File: src/rtl/exec_control_pkg.sv
// exec_control_pkg: shared state encoding and default sizing for the run/step execution controller.
package exec_control_pkg;
    typedef enum logic [2:0] {IDLE, ISSUE, WAIT, GAP, HALTED} state_t;
    localparam int RUN_DIV_DEF = 4;
    localparam int CNT_W_DEF   = 16;
endpackage

File: src/rtl/exec_control_pace_counter.sv
// pace_counter: loadable down-counter that paces run-mode issue; holds at zero.
module pace_counter #(
    parameter int W = 3
) (
    input  logic         clk_in,
    input  logic         reset,
    input  logic         i_load,
    input  logic [W-1:0] i_val,
    input  logic         i_dec,
    output logic         o_zero
);
    logic [W-1:0] r_cnt;
    always_ff @(posedge clk_in or negedge reset) begin
        if (!reset) r_cnt <= '0;
        else if (i_load) r_cnt <= i_val;
        else if (i_dec && r_cnt != '0) r_cnt <= r_cnt - 1'b1;
    end
    assign o_zero = (r_cnt == '0);
endmodule

File: src/rtl/exec_control.sv
// exec_control: turns debounced step/run/clear pulses into a paced, handshaked
// single-instruction enable for the CPU and counts retired instructions.
module exec_control
    import exec_control_pkg::*;
#(
    parameter int RUN_DIV = RUN_DIV_DEF,
    parameter int CNT_W   = CNT_W_DEF
) (
    input  logic             clk_in,
    input  logic             reset,
    input  logic             step_p,
    input  logic             run_p,
    input  logic             clr_p,
    input  logic             halt_req,
    input  logic             cpu_done,
    output logic             cpu_en,
    output logic             running,
    output logic             halted,
    output logic [CNT_W-1:0] instr_cnt
);
    localparam int PW = $clog2(RUN_DIV) + 1;
    localparam logic [PW-1:0] PACE_LOAD = PW'(RUN_DIV - 1);
    state_t r_state, w_next;
    logic r_run_mode, r_stop_pend, w_run_mode, w_stop_pend, w_load, w_zero;
    logic [CNT_W-1:0] r_cnt;
    pace_counter #(.W(PW)) u_pace (
        .clk_in (clk_in),
        .reset  (reset),
        .i_load (w_load),
        .i_val  (PACE_LOAD),
        .i_dec  (r_state == GAP),
        .o_zero (w_zero)
    );
    always_ff @(posedge clk_in or negedge reset) begin
        if (!reset) begin
            r_state     <= IDLE;
            r_run_mode  <= 1'b0;
            r_stop_pend <= 1'b0;
            r_cnt       <= '0;
        end else begin
            r_state     <= w_next;
            r_run_mode  <= w_run_mode;
            r_stop_pend <= w_stop_pend;
            if (clr_p) r_cnt <= '0;
            else if (r_state == WAIT && cpu_done) r_cnt <= r_cnt + 1'b1;
        end
    end
    // A stop request seen on the retire cycle itself still ends run mode.
    always_comb begin
        w_next      = r_state;
        w_run_mode  = r_run_mode;
        w_stop_pend = r_stop_pend;
        w_load      = 1'b0;
        if ((r_state == ISSUE || r_state == WAIT) && run_p && r_run_mode) w_stop_pend = 1'b1;
        case (r_state)
            IDLE: begin
                if (run_p || step_p) begin
                    w_next     = ISSUE;
                    w_run_mode = run_p;
                end
            end
            ISSUE: w_next = WAIT;
            WAIT: begin
                if (cpu_done) begin
                    if (halt_req || !r_run_mode || w_stop_pend) begin
                        w_next      = halt_req ? HALTED : IDLE;
                        w_run_mode  = 1'b0;
                        w_stop_pend = 1'b0;
                    end else begin
                        w_next = GAP;
                        w_load = 1'b1;
                    end
                end
            end
            GAP: begin
                if (halt_req || run_p) begin
                    w_next      = halt_req ? HALTED : IDLE;
                    w_run_mode  = 1'b0;
                    w_stop_pend = 1'b0;
                end else if (w_zero) begin
                    w_next = ISSUE;
                end
            end
            HALTED: w_next = clr_p ? IDLE : HALTED;
            default: w_next = IDLE;
        endcase
    end
    assign cpu_en    = (r_state == ISSUE);
    assign halted    = (r_state == HALTED);
    assign running   = r_run_mode;
    assign instr_cnt = r_cnt;
endmodule

File: config.mk
export PLATFORM = sky130hd
export DESIGN_NAME = exec_control
export DESIGN_NICKNAME = d
export VERILOG_FILES = /design/src/rtl/exec_control_pkg.sv /design/src/rtl/exec_control_pace_counter.sv /design/src/rtl/exec_control.sv
export SDC_FILE = /design/constraint.sdc
export NUM_CORES = 1
export LEC_CHECK = 0
export ABC_CLOCK_PERIOD_IN_PS = 5400
export CAP_MARGIN = 20
export CORE_AREA = 2 2 51 57
export CTS_CLUSTER_DIAMETER = 60
export DETAILED_ROUTE_END_ITERATION = 8
export DIE_AREA = 0 0 53 59
export GPL_ROUTABILITY_DRIVEN = 0
export GPL_TIMING_DRIVEN = 0
export PLACE_DENSITY = 0.82
export SLEW_MARGIN = 20
export SYNTH_ARGS = -nofsm -noshare
export SYNTH_HDL_FRONTEND = slang
export SYNTH_SLANG_ARGS = --single-unit
export TNS_END_PERCENT = 20
File: constraint.sdc
create_clock -name clk_in -period 5.4 [get_ports clk_in]
set_input_delay 1.08 -clock clk_in [delete_from_list [all_inputs] [get_ports clk_in]]
set_output_delay 1.08 -clock clk_in [all_outputs]
set_load 0.02 [all_outputs]
==> results of run 1 <==
[critical path, delay by kind of cell (launching register included)]
family                 cells  cell delay (ns)
AND/OR/NAND/NOR            1             0.32
flip-flops                 1             0.44
buffers and inverters      2             1.01
[layer usage]
layer | up-vias | routed length [um] | GRT usage
li1 | 556 | - | -
met1 | 567 | 1220 | 0.241
met2 | 30 | 1370 | 0.350
met3 | 4 | 118 | 0.0253
met4 | 0 | 39 | 0.0806
met5 | - | 0 | 0
[through the flow]
stage,worst slack [ns],utilization
4_1_cts,2.21,0.657
3_5_place_dp,2.34,0.642
3_3_place_gp,2.38,0.642
5_1_grt,2.06,0.655
2_1_floorplan,3.06,-
6_report,2.24,0.655
[area by class of cell]
cell class,count,share of cell area
Buffer,4,0.00919
Tap cell,31,0.0237
Timing Repair Buffer,24,0.144
Multi-Input combinational cell,103,0.413
Sequential cell,24,0.368
Clock buffer,4,0.0222
Inverter,9,0.0207
[power by group through the flow]
stage	Combinational [uW]	Sequential (uW)	Clock, uW
finish	201	239	93.4
CTS	201	238	98.9
global placement	191	239	0
detailed placement	200	241	0
floorplan	137	241	0
global route	225	242	105
[worst max-delay path by stage]
stage | startpoint | slack (ns) | end
after floorplan | r_state[0]$_DFFE_PN0P_ | 3.06 | cpu_en
after global placement | cpu_done | 2.38 | instr_cnt[11]$_DFFE_PN0P_
after detailed placement | cpu_done | 2.34 | instr_cnt[13]$_DFFE_PN0P_
after CTS | r_state[0]$_DFFE_PN0P_ | 2.21 | cpu_en
after global routing | r_state[0]$_DFFE_PN0P_ | 2.06 | cpu_en
final | r_state[0]$_DFFE_PN0P_ | 2.24 | cpu_en
[layout by cell type (no fill, tap or decap), drive strengths merged]
master,instances
nor2,18
o31ai,2
clkbuf,8
o21a,1
buf,1
dfrtp,24
a31o,1
a211oi,1
o41ai,2
mux2,2
inv,9
o21ai,5
nor2b,3
nor3,5
nand4b,2
a41oi,1
and2,1
and2b,1
nand3,6
nand4,5
or3,1
o211ai,1
xor2,4
a22oi,1
xnor2,8
or3b,1
nor4,4
nand4bb,1
nor3b,2
nand2,9
a221o,1
ha,3
and4bb,1
or4,2
a21oi,7
clkdlybuf4s50,23
nand2b,1
[sequential cells by signal, indices dropped and copies added, names as in the netlist]
register / flops
instr_cnt: 16
r_state: 3
u_pace.r_cnt: 3
r_stop_pend: 1
running: 1
[cell families after synthesis]
kind of cell	count (synthesis)	synth area share
AO/OA/AOI/OAI	23	0.113
AND/OR/NAND/NOR	63	0.271
XOR/XNOR	12	0.0794
multiplexers	2	0.0170
flip-flops	24	0.454
buffers and inverters	13	0.0369
adder cells (fa/ha/maj)	3	0.0284
==> reports/metrics.cfg, run 1 <==
[outcome]
status=finished, final reports clean

[power_and_ir_drop]
p_sw_uw=192
intPower_uw=340
comb_power_share=0.377
leakagePower_uw=0.000639
power_uw=533
ir_drop_v=0.000287
swShare=0.361
seqPwrFrac=0.448
power_per_cell_area_nw_per_um2=326
clock_power_share=0.175

[worst_setup_path]
critPathLaunchType=register
reg2reg_slack_ns=3.47
slowest_delay_ns=0.67
worstReg2RegStart=r_state[2]$_DFFE_PN0P_
critPathRequiredTime_ns=4.32
rr_worst_depth=4
end_kind=output pin
arrival_ns=2.08
crit_fanout=10
cp_slowest_cell=clkdlybuf4s50_1
worst-setup-path-type=reg2out
path_cells=clkbuf_1, nor3b_1, clkdlybuf4s50_1
r2r_end=instr_cnt[13]$_DFFE_PN0P_

[finish]
syn_to_final_growth_pct=23.4
ff_latch_area_um2=601
antennaDiodeCount=0
fin_cells=199
finalNetCount=179
fillers=223
multi_input_area_um2=674
stdcell_area_um2=1630
drive_gt1_frac=0.0655

[floorplanning]
num_io_pins=26
core-area_um2=2500
die_w_um=53
die_y_um=59
row_count=19
start_util=0.530
die-area_um2=3130

[synthesis]
synth_ff_type=dfrtp_1
synth_edf_count=0
ys_ff_latch=24
synth_common_cells=24 x dfrtp_1, 18 x nor2_1, 9 x inv_1, 9 x nand2_1, 8 x xnor2_1
synthCells=140
synth_warnings=0
ys_async_sr_fraction=1.00
synthesis.area_um2=1320
synth.largest_area_cell=dfrtp_1
netlist_top_cells_area=dfrtp_1 45%, xnor2_1 5.3%, nor2_1 5.1%
yosysTopAreaCellShare=0.454
synth.distinct_cells=35
synth_most_common_cell=dfrtp_1
syn_avg_cell_area_um2=9.46
ys_seq_area_frac=0.454
synth_nets=150

[clock_network]
cts_tree=built
post_cts_resized=0
path_clk_slew_ns=0.13
cts_made_buffers=3
htree_levels=1
clock-sinks=24
clockRootBuffer=clkbuf_4
cts_setup_buffers=0
postCtsHoldBufs=0
clock_latency_ns=0.31
cts_buffer_depth=2

[sta]
setup_tns_ns=0
finalCritPeriodShare=0.584
slew_violations=0
fin_hold_ws_ns=0.535
worst_slew_pin_slew_ns=0.635
hold_violations=0
setup_viol=0
fin_crit_ns=3.16
skew_ns=0.00206
slew_headroom=0.573
rsz0062_at_grt=no
clock.fmax_mhz=317

[drt]
viasPerCell=5.81
wl_um=2750
drtAntennaViolNets=0
dr.pass1.iters=4
wl_per_cell_um=13.8
vias=1157
drt_iter0_drc=27
drc=0

[global_routing]
grt_max_degree=25
grt_pass1_wl_um=4680
track_usage=0.198
antenna_found_initial=0
grt_pass1_vias=1151
grt_overflow=0

[placement]
portBuffers=24
dpl.cell_count=195
place_hpwl_um=2070
post_dp_cell_area_um2=1600

[hold_path]
worstHoldPathCells=2
hp-start=u_pace.r_cnt[1]$_DFFE_PN0P_
hold_class=reg2reg
min_to=u_pace.r_cnt[1]$_DFFE_PN0P_

[flow_run]
maxCapViolCount=0

Power figures use the tool's default switching activity.
==> inputs of run 2 (changes only) <==
- ABC_CLOCK_PERIOD_IN_PS: 5400 -> 3100
- CORE_AREA: 2 2 51 57 -> 2 2 53 59
- DIE_AREA: 0 0 53 59 -> 0 0 55 61
- PLACE_DENSITY: 0.82 -> 0.77
- clock period: 5.4 -> 3.1 ns (I/O delays scaled with it)
==> run 2 against run 1 <==
Wire length fell by 1.8%. Largest power group unchanged. Clock power rose by 72%. Sequential share of layout area fell by 0.056 points. Flip-flop and latch count did not move. Register-to-register slack got worse by 2.3 ns. Total power rose by 73%.
==> reports/metrics.cfg, run 2 (same netlist as run 1, synthesis figures left out) <==
[global_routing]
grt_max_degree=25
grt_pass1_wl_um=4610
grt_overflow=0
grt_pass1_vias=1112
track_usage=0.187
antenna_found_initial=0

[sta]
finalCritPeriodShare=0.868
slew_headroom=0.590
rsz0062_at_grt=no
setup_tns_ns=0
skew_ns=0.00293
hold_violations=0
fin_crit_ns=2.69
setup_viol=0
slew_violations=0
worst_slew_pin_slew_ns=0.610
clock.fmax_mhz=372

[worst_setup_path]
end_kind=output pin
arrival_ns=2.07
worst-setup-path-type=reg2out
critPathLaunchType=register
rr_worst_depth=4
critPathRequiredTime_ns=2.48
crit_fanout=10

[finish]
antennaDiodeCount=0
syn_to_final_growth_pct=23.6
utilization=0.595
final_cell_mix=24 x dfrtp_1, 23 x clkdlybuf4s50_1, 18 x nor2_1
stdcell_area_um2=1640
drive_gt1_frac=0.0655
final_common_cell=dfrtp_1
largest_reg_flops=16
finalNetCount=179

[clock_network]
clockRootBuffer=clkbuf_4
cts_made_buffers=3
path_clk_slew_ns=0.13
postCtsHoldBufs=0
cts_buffer_depth=2
clock-sinks=24
cts_setup_buffers=0
htree_levels=1
clock_latency_ns=0.31
cts_tree=built
post_cts_resized=0

[flow_run]
maxCapViolCount=0

[placement]
post_dp_cell_area_um2=1610
place_hpwl_um=2010
portBuffers=24

[drt]
viasPerCell=5.60
drt_iter0_drc=23
dr.pass1.iters=4
drtAntennaViolNets=0
wl_um=2700
wl_per_cell_um=13.4
drc=0
vias=1126

[floorplanning]
start_util=0.481
die_w_um=55
core-area_um2=2750
row_count=20
num_io_pins=26
die_y_um=61
die-area_um2=3360

[power_and_ir_drop]
ir_drop_v=0.000391
power_per_cell_area_nw_per_um2=565
leakagePower_uw=0.000639

[hold_path]
hold_class=in2async

[outcome]
status=finished, final reports clean

-- run 2: area by class of cell --
class	instances	area, um^2
flip-flops and latches	24	601
multi-input cells	103	674
clock buffers	4	36.3
repair buffers	24	235
well taps	33	41.3
plain buffers	4	15.0
inverters	9	33.8
fillers	253	1120
-- run 2: final timing paths --
check / start / endpoint / slack, ns
worst min-delay path: reset / instr_cnt[9]$_DFFE_PN0P_ / 0.27
max in group asynchronous: reset / instr_cnt[3]$_DFFE_PN0P_ / 2.48
worst max-delay path: r_state[0]$_DFFE_PN0P_ / cpu_en / 0.41
worst min register to register: u_pace.r_cnt[1]$_DFFE_PN0P_ / u_pace.r_cnt[1]$_DFFE_PN0P_ / 0.53
min in group clk_in: u_pace.r_cnt[1]$_DFFE_PN0P_ / u_pace.r_cnt[1]$_DFFE_PN0P_ / 0.53
worst max register to register: r_state[2]$_DFFE_PN0P_ / instr_cnt[13]$_DFFE_PN0P_ / 1.18
-- run 2: routing by layer --
metal  track usage  vias to the layer above  wire (um)  share of wire
li1              -                      555          -              -
met2         0.333                       24       1390           0.51
met4        0.0697                        0         12         0.0044
met1         0.224                      545       1180           0.44
met5             0                        -          0              0
met3        0.0271                        2        123          0.046
-- run 2: stage by stage --
stage / instances / hold slack, ns / worst slack [ns] / power, uW
finish: 201 / 0.270 / 0.409 / 924
floorplan: 140 / 0.324 / 1.22 / 658
global route: 201 / 0.294 / 0.209 / 999
CTS: 201 / 0.537 / 0.387 / 932
global placement: 197 / 0.495 / 0.538 / 752
detailed placement: 197 / 0.507 / 0.532 / 768
-- run 2: critical path: stages, from the launching register on --
cell             delay, ns
dfrtp_1               0.44
clkbuf_1              0.35
nor3b_1               0.32
clkdlybuf4s50_1       0.66
-- run 2: report_power, final --
group          internal (uW)  switching (uW)
clock network           71.6            89.5
logic                    158             191
registers                363            50.7
